## src/rtl/interrupt_sequencer.sv

```systemverilog
// interrupt_sequencer: runs the reset, NMI and IRQ entry sequences for the 6502 core.
// At an instruction boundary it takes the bus from the decoder. For NMI and IRQ it
// pushes PCH, PCL and P, then reads the vector and hands the new PC back.
module interrupt_sequencer #(
  parameter int          N_IRQ        = 4,
  parameter logic [15:0] NMI_VECTOR   = 16'hFFFA,
  parameter logic [15:0] RESET_VECTOR = 16'hFFFC,
  parameter logic [15:0] IRQ_VECTOR   = 16'hFFFE,
  parameter logic [7:0]  STACK_PAGE   = 8'h01
) (
  input  logic             clk,
  input  logic             rst,
  input  logic             clk_enable,
  input  logic [N_IRQ-1:0] irq_src,
  input  logic [N_IRQ-1:0] irq_mask,
  input  logic             nmi,
  input  logic             i_flag,
  input  logic             insn_boundary,
  input  logic [15:0]      pc_in,
  input  logic [7:0]       status_in,
  input  logic [7:0]       sp_in,
  input  logic [7:0]       data_in,
  output logic             busy,
  output logic [15:0]      memory_address,
  output logic             rw,
  output logic [7:0]       data_out,
  output logic             sp_dec,
  output logic             pc_load,
  output logic [15:0]      pc_value,
  output logic             set_i_flag,
  output logic [N_IRQ-1:0] irq_ack,
  output logic [1:0]       irq_cause
);

  localparam int ID_W = (N_IRQ > 1) ? $clog2(N_IRQ) : 1;

  localparam logic [1:0] CAUSE_NONE  = 2'b00;
  localparam logic [1:0] CAUSE_RESET = 2'b01;
  localparam logic [1:0] CAUSE_NMI   = 2'b10;
  localparam logic [1:0] CAUSE_IRQ   = 2'b11;

  typedef enum logic [2:0] {
    IDLE,
    PUSH_PCH,
    PUSH_PCL,
    PUSH_P,
    VEC_LO,
    VEC_HI,
    LOAD_PC
  } state_t;

  state_t          state;
  logic [1:0]      cause;
  logic            nmi_pending;
  logic            nmi_prev;
  logic [7:0]      vec_lo;
  logic [7:0]      vec_hi;
  logic [ID_W-1:0] irq_id;

  logic [N_IRQ-1:0] irq_active;
  logic             irq_req;
  logic [ID_W-1:0]  irq_pick;
  logic             take;
  logic             take_nmi;
  logic [15:0]      vector;
  logic [15:0]      vector_next;
  logic [15:0]      stack_address;
  logic [7:0]       pushed_status;

  assign irq_active    = irq_src & irq_mask;
  assign irq_req       = (|irq_active) & ~i_flag;
  assign take          = ~rst & clk_enable & insn_boundary & (state == IDLE) & (nmi_pending | irq_req);
  assign take_nmi      = take & nmi_pending;
  assign vector_next   = vector + 16'd1;
  assign stack_address = {STACK_PAGE, sp_in};
  assign pushed_status = {status_in[7:6], 1'b1, 1'b0, status_in[3:0]};

  // Lowest-numbered enabled source wins, so scan from the top down and let lower indices overwrite
  always_comb begin
    irq_pick = '0;
    for (int i = N_IRQ - 1; i >= 0; i--) begin
      if (irq_active[i]) irq_pick = ID_W'(i);
    end
  end

  // The vector address follows the cause latched when the sequence started
  always_comb begin
    case (cause)
      CAUSE_NMI: vector = NMI_VECTOR;
      CAUSE_IRQ: vector = IRQ_VECTOR;
      default:   vector = RESET_VECTOR;
    endcase
  end

  // Sequencer state, cause, NMI edge detector and vector latch; a pending NMI set beats its own clear
  always_ff @(posedge clk) begin
    if (rst) begin
      state       <= VEC_LO;
      cause       <= CAUSE_RESET;
      nmi_pending <= 1'b0;
      nmi_prev    <= 1'b0;
      vec_lo      <= 8'h00;
      vec_hi      <= 8'h00;
      irq_id      <= '0;
    end else if (clk_enable) begin
      nmi_prev <= nmi;
      if (nmi && !nmi_prev) begin
        nmi_pending <= 1'b1;
      end else if (take_nmi) begin
        nmi_pending <= 1'b0;
      end

      case (state)
        IDLE: begin
          if (take) begin
            state <= PUSH_PCH;
            if (take_nmi) begin
              cause <= CAUSE_NMI;
            end else begin
              cause  <= CAUSE_IRQ;
              irq_id <= irq_pick;
            end
          end
        end
        PUSH_PCH: state <= PUSH_PCL;
        PUSH_PCL: state <= PUSH_P;
        PUSH_P:   state <= VEC_LO;
        VEC_LO: begin
          vec_lo <= data_in;
          state  <= VEC_HI;
        end
        VEC_HI: begin
          vec_hi <= data_in;
          state  <= LOAD_PC;
        end
        LOAD_PC: begin
          state <= IDLE;
          cause <= CAUSE_NONE;
        end
        default: state <= IDLE;
      endcase
    end
  end

  // Bus and strobe outputs decoded from the current state; writes and strobes only fire on enabled cycles
  always_comb begin
    busy           = (state != IDLE) | take;
    memory_address = 16'h0000;
    rw             = 1'b1;
    data_out       = 8'h00;
    sp_dec         = 1'b0;
    pc_load        = 1'b0;
    pc_value       = 16'h0000;
    set_i_flag     = 1'b0;
    irq_ack        = '0;
    irq_cause      = cause;

    if (rst) begin
      busy           = 1'b1;
      irq_cause      = CAUSE_RESET;
      memory_address = RESET_VECTOR;
    end else begin
      case (state)
        PUSH_PCH: begin
          memory_address = stack_address;
          rw             = ~clk_enable;
          data_out       = pc_in[15:8];
          sp_dec         = clk_enable;
        end
        PUSH_PCL: begin
          memory_address = stack_address;
          rw             = ~clk_enable;
          data_out       = pc_in[7:0];
          sp_dec         = clk_enable;
        end
        PUSH_P: begin
          memory_address = stack_address;
          rw             = ~clk_enable;
          data_out       = pushed_status;
          sp_dec         = clk_enable;
        end
        VEC_LO: memory_address = vector;
        VEC_HI: memory_address = vector_next;
        LOAD_PC: begin
          pc_load    = clk_enable;
          pc_value   = {vec_hi, vec_lo};
          set_i_flag = clk_enable;
          if (clk_enable && cause == CAUSE_IRQ) begin
            irq_ack = N_IRQ'(1) << irq_id;
          end
        end
        default: ;
      endcase
    end
  end

endmodule

```

## config.mk

```make
export PLATFORM = sky130hd
export DESIGN_NAME = interrupt_sequencer
export DESIGN_NICKNAME = d
export VERILOG_FILES = /design/src/rtl/interrupt_sequencer.sv
export SDC_FILE = /design/constraint.sdc
export NUM_CORES = 1
export LEC_CHECK = 0
export CAP_MARGIN = 20
export CORE_ASPECT_RATIO = 1.75
export CORE_MARGIN = 4
export CORE_UTILIZATION = 40
export DETAILED_ROUTE_END_ITERATION = 8
export DONT_BUFFER_PORTS = 1
export GPL_TIMING_DRIVEN = 0
export PLACE_DENSITY_LB_ADDON = 0.08
export SYNTH_ARGS = -nofsm -noshare
export SYNTH_HDL_FRONTEND = slang
export SYNTH_SLANG_ARGS = --single-unit
```

## constraint.sdc

```tcl
create_clock -name clk -period 1.7 [get_ports clk]
set_input_delay 0.34 -clock clk [delete_from_list [all_inputs] [get_ports clk]]
set_output_delay 0.34 -clock clk [all_outputs]
set_load 0.05 [all_outputs]
```

==> metrics.csv <==
stage,metric,value,unit
power_and_ir_drop,sequential share of power,41.3,%
power_and_ir_drop,P_leak,0.919,nW
routing,Routed wire per std cell,18.1,µm
cts,CTS buffer count,3,
routing,Final ANT Viol Nets,0,
die,core footprint,3940,µm²
global_route,vias in the first global route,1755,
sta,RSZ-0062 raised after global routing,yes,
die,FP Rows,30,
finish,Final nets,309,
cts,Clock Latency Late Sink,0.27,ns
die,Initial Util,41.9,%
logic_synthesis,Post-Syn Area per Cell,7.51,µm²
sta,slew margin rel.,35.1,%
power_and_ir_drop,worst ir drop on vdd,0.421,mV
power_and_ir_drop,PD cells,585,nW/µm²
routing,final WL,5470,µm
setup_path,max incr delay on CP,0.85,ns
logic_synthesis,"Seq/Total Area, Yosys",30.3,%
die,die footprint,5260,µm²
routing,Iter 0 DRT Violations,76,
sta,final hold viol count,0,
finish,area grow syn2layout,59.2,%
cts,Max clock buf depth,2,
global_route,Total GRT Usage,19.8,%
setup_path,Setup crit end kind,output port,
global_route,initial antenna violation count,0,
setup_path,CP max stage cell,nor4b_4,
logic_synthesis,Syn Inst Count,220,
setup_path,CP Launch Type,flop,
placed_design,# port buffers,0,
logic_synthesis,Synth area leader,dfxtp_1,
global_route,largest net degree at the start of global routing,16,
placed_design,routability congestion estimate,0.795,
sta,Slew Limit Fails,0,
routing,first drt pass iteration count,4,
setup_path,"Data required, critical path",1.36,ns
cts,CTS tree,done,
die,Die H,93.0,µm
global_route,global route overflow,0,
setup_path,CP max FO,4,
min_path,Hold Crit Class,input pin to flop,
cts,H-tree depth,1,
job,max cap viols,0,
die,Ports,105,
finish,ant diodes,0,
setup_path,Worst Path Buf+Inv,1,
power_and_ir_drop,switching pwr,0.000525,W
setup_path,CP top delay family,simple AND/OR/NAND/NOR gates,
power_and_ir_drop,Gate power share,34.6,%
sta,Setup-failing EPs final,48,
sta,worst setup margin,-0.950,ns
placed_design,Place WS,-0.839,ns
sta,worst-margin pin slew,0.969,ns
status,run status,"complete, but fails checks",
sta,FMAX,377,MHz
setup_path,Setup CP Type,flop to output port,
cts,Root Driver,clkbuf_8,
logic_synthesis,Yosys warning count,0,
placed_design,hpwl dp,3950,µm
finish,share of cells above drive strength 1,54.3,%
sta,final worst-path cycle share,156,%
routing,Remaining DRCs,0,
sta,minimum clock period,2.65,ns
logic_synthesis,"Cell Area, Synth",1650,µm²
die,die width,56.6,µm
logic_synthesis,Yosys top cell area share,30.3,%
power_and_ir_drop,Clk pwr share,24.1,%
routing,vias,1755,
logic_synthesis,#FFs+latches synth,25,
power_and_ir_drop,Cell Int Power,0.00101,W
logic_synthesis,synth top area cells,"dfxtp_1 (30%), nand2_1 (9.3%), a21oi_1 (8.2%)",
setup_path,Worst Path Arrival,2.31,ns
global_route,first-pass GRT wire length,8470,µm
power_and_ir_drop,switch share,34.1,%
logic_synthesis,Mapped Nets,274,
cts,Clock transition at path regs,0.09,ns
setup_path,crit-path cells,"buf_8, nor4b_4, nand3_4, nor3_4",
routing,vias per cell,5.81,
cts,clock sinks,25,
sta,Fin Clk Skew,0.00140,ns
logic_synthesis,synth unique cells,45,
status,failing checks,setup timing,
finish,Final Util,66.8,%
## worst paths after layout
| check | cells after the start | slack (ns) | end | startpoint |
|---|---|---|---|---|
| worst max-delay path | 4 | -0.95 | irq_ack[0] | state[0]$_SDFFE_PP0P_ |
| worst min-delay path | 2 | 0.19 | vec_hi[2]$_SDFFE_PP0P_ | data_in[2] |
| worst max register to register | 4 | 0 | cause[0]$_SDFFE_PP1P_ | state[0]$_SDFFE_PP0P_ |
| worst min register to register | 2 | 0.46 | vec_hi[1]$_SDFFE_PP0P_ | vec_hi[1]$_SDFFE_PP0P_ |
## state kept, by name, summed over array words and instances (netlist names)
register     count
nmi_prev         1
vec_hi           8
state            3
nmi_pending      1
irq_id           2
cause            2
vec_lo           8
## power groups by stage
stage          logic [W]  clock network, W  registers, W
2_1_floorplan   0.000307                 0      0.000640
3_3_place_gp    0.000346                 0      0.000643
3_5_place_dp    0.000358                 0      0.000645
4_1_cts         0.000451          0.000368      0.000634
5_1_grt         0.000567          0.000404      0.000639
6_report        0.000532          0.000371      0.000635
## layout by cell type, fill, tap and decap left out, types with 2 or more instances in the layout
master	n
nand2_1	38
dfxtp_1	22
a21oi_1	20
buf_6	18
buf_4	18
and2_4	17
nor2_4	11
buf_8	7
a22oi_2	7
a21oi_4	7
nor3_4	6
o21bai_4	6
or2_4	4
inv_1	4
buf_2	4
nor2_1	4
mux2_2	3
nor2b_2	3
mux2_4	3
nand2_4	3
buf_12	3
a22oi_1	3
o21ai_0	3
clkbuf_8	3
dfxtp_2	3
clkinvlp_4	2
nor3b_1	2
a211oi_1	2
nand3_1	2
nand2b_1	2
## cell type report
class,instances,area [µm²]
Fill cell,334,1310
Multi-Input combinational cell,167,1460
Sequential cell,25,504
Timing Repair Buffer,31,305
Clock buffer,3,41.3
Tap cell,48,60.1
Clock inverter,1,7.51
Buffer,22,233
Inverter,5,22.5
## per-layer routing
layer	wire (µm)	global-route usage, %	vias up	part of all wire [%]
li1	-	-	820	-
met1	1840	21.3	845	34
met2	3180	36.9	80	58
met3	343	4.42	10	6.3
met4	104	6.93	0	1.9
met5	0	0	-	0
## repair_timing
item / 4_1_cts / 5_1_grt
gates cloned: 2 / 0
setup endpoints to repair: 50 / 52
setup buffers: 11 / 20
pin swaps: 21 / 26
gates resized for setup: 96 / 40
hold buffers: 0 / 0
## worst register-to-register path, cell delays in order, from the launching register on
cell,delay [ns]
dfxtp_2,0.34
buf_8,0.12
nor4b_4,0.85
a311oi_1,0.11
a21o_1,0.19
## metrics by stage
| stage | power [W] | instances | hold WS, ns | instance area, µm² | TNS (ns) |
|---|---|---|---|---|---|
| final | 0.00154 | 302 | 0.192 | 2630 | -13.34 |
| after global routing | 0.00161 | 302 | 0.191 | 2630 | -16.17 |
| after CTS | 0.00145 | 284 | 0.191 | 2360 | -15.63 |
| after detailed placement | 0.00100 | 268 | 0.446 | 1900 | -7.91 |
| after global placement | 0.000989 | 268 | 0.440 | 1900 | -6.87 |
| after floorplan | 0.000947 | 220 | 0.432 | 1840 | -2.96 |
## cell families (layout without fill, tap and decap cells)
logic type             Yosys count  count (layout)  share of synthesized area (%)
buffers and inverters           29              62                           10.1
AND/OR/NAND/NOR                101             102                           32.8
AO/OA/AOI/OAI                   59              59                           22.7
flip-flops                      25              25                           30.3
multiplexers                     6               6                           4.09
## cells in the mapped netlist (all sizes together)
master and n:
a21oi 27, nand2b 2, o311ai 1, buf 19, a31o 1, nor3b 2
clkbuf 5, a211oi 2, a21o 1, nor4b 1, nand3b 1, nor2b 4
a41o 1, o22a 1, o21ai 5, and3 2, nand2 42, o21bai 6
dfxtp 25, nor4 1, or2 3, or3b 1, a22o 1, a22oi 10
nand3 3, a311oi 1, inv 5, and2 17, mux2 6, a211o 1
a32o 1, nor2 15, and4 1, nor3 6
(Power assumes the default switching activity.)
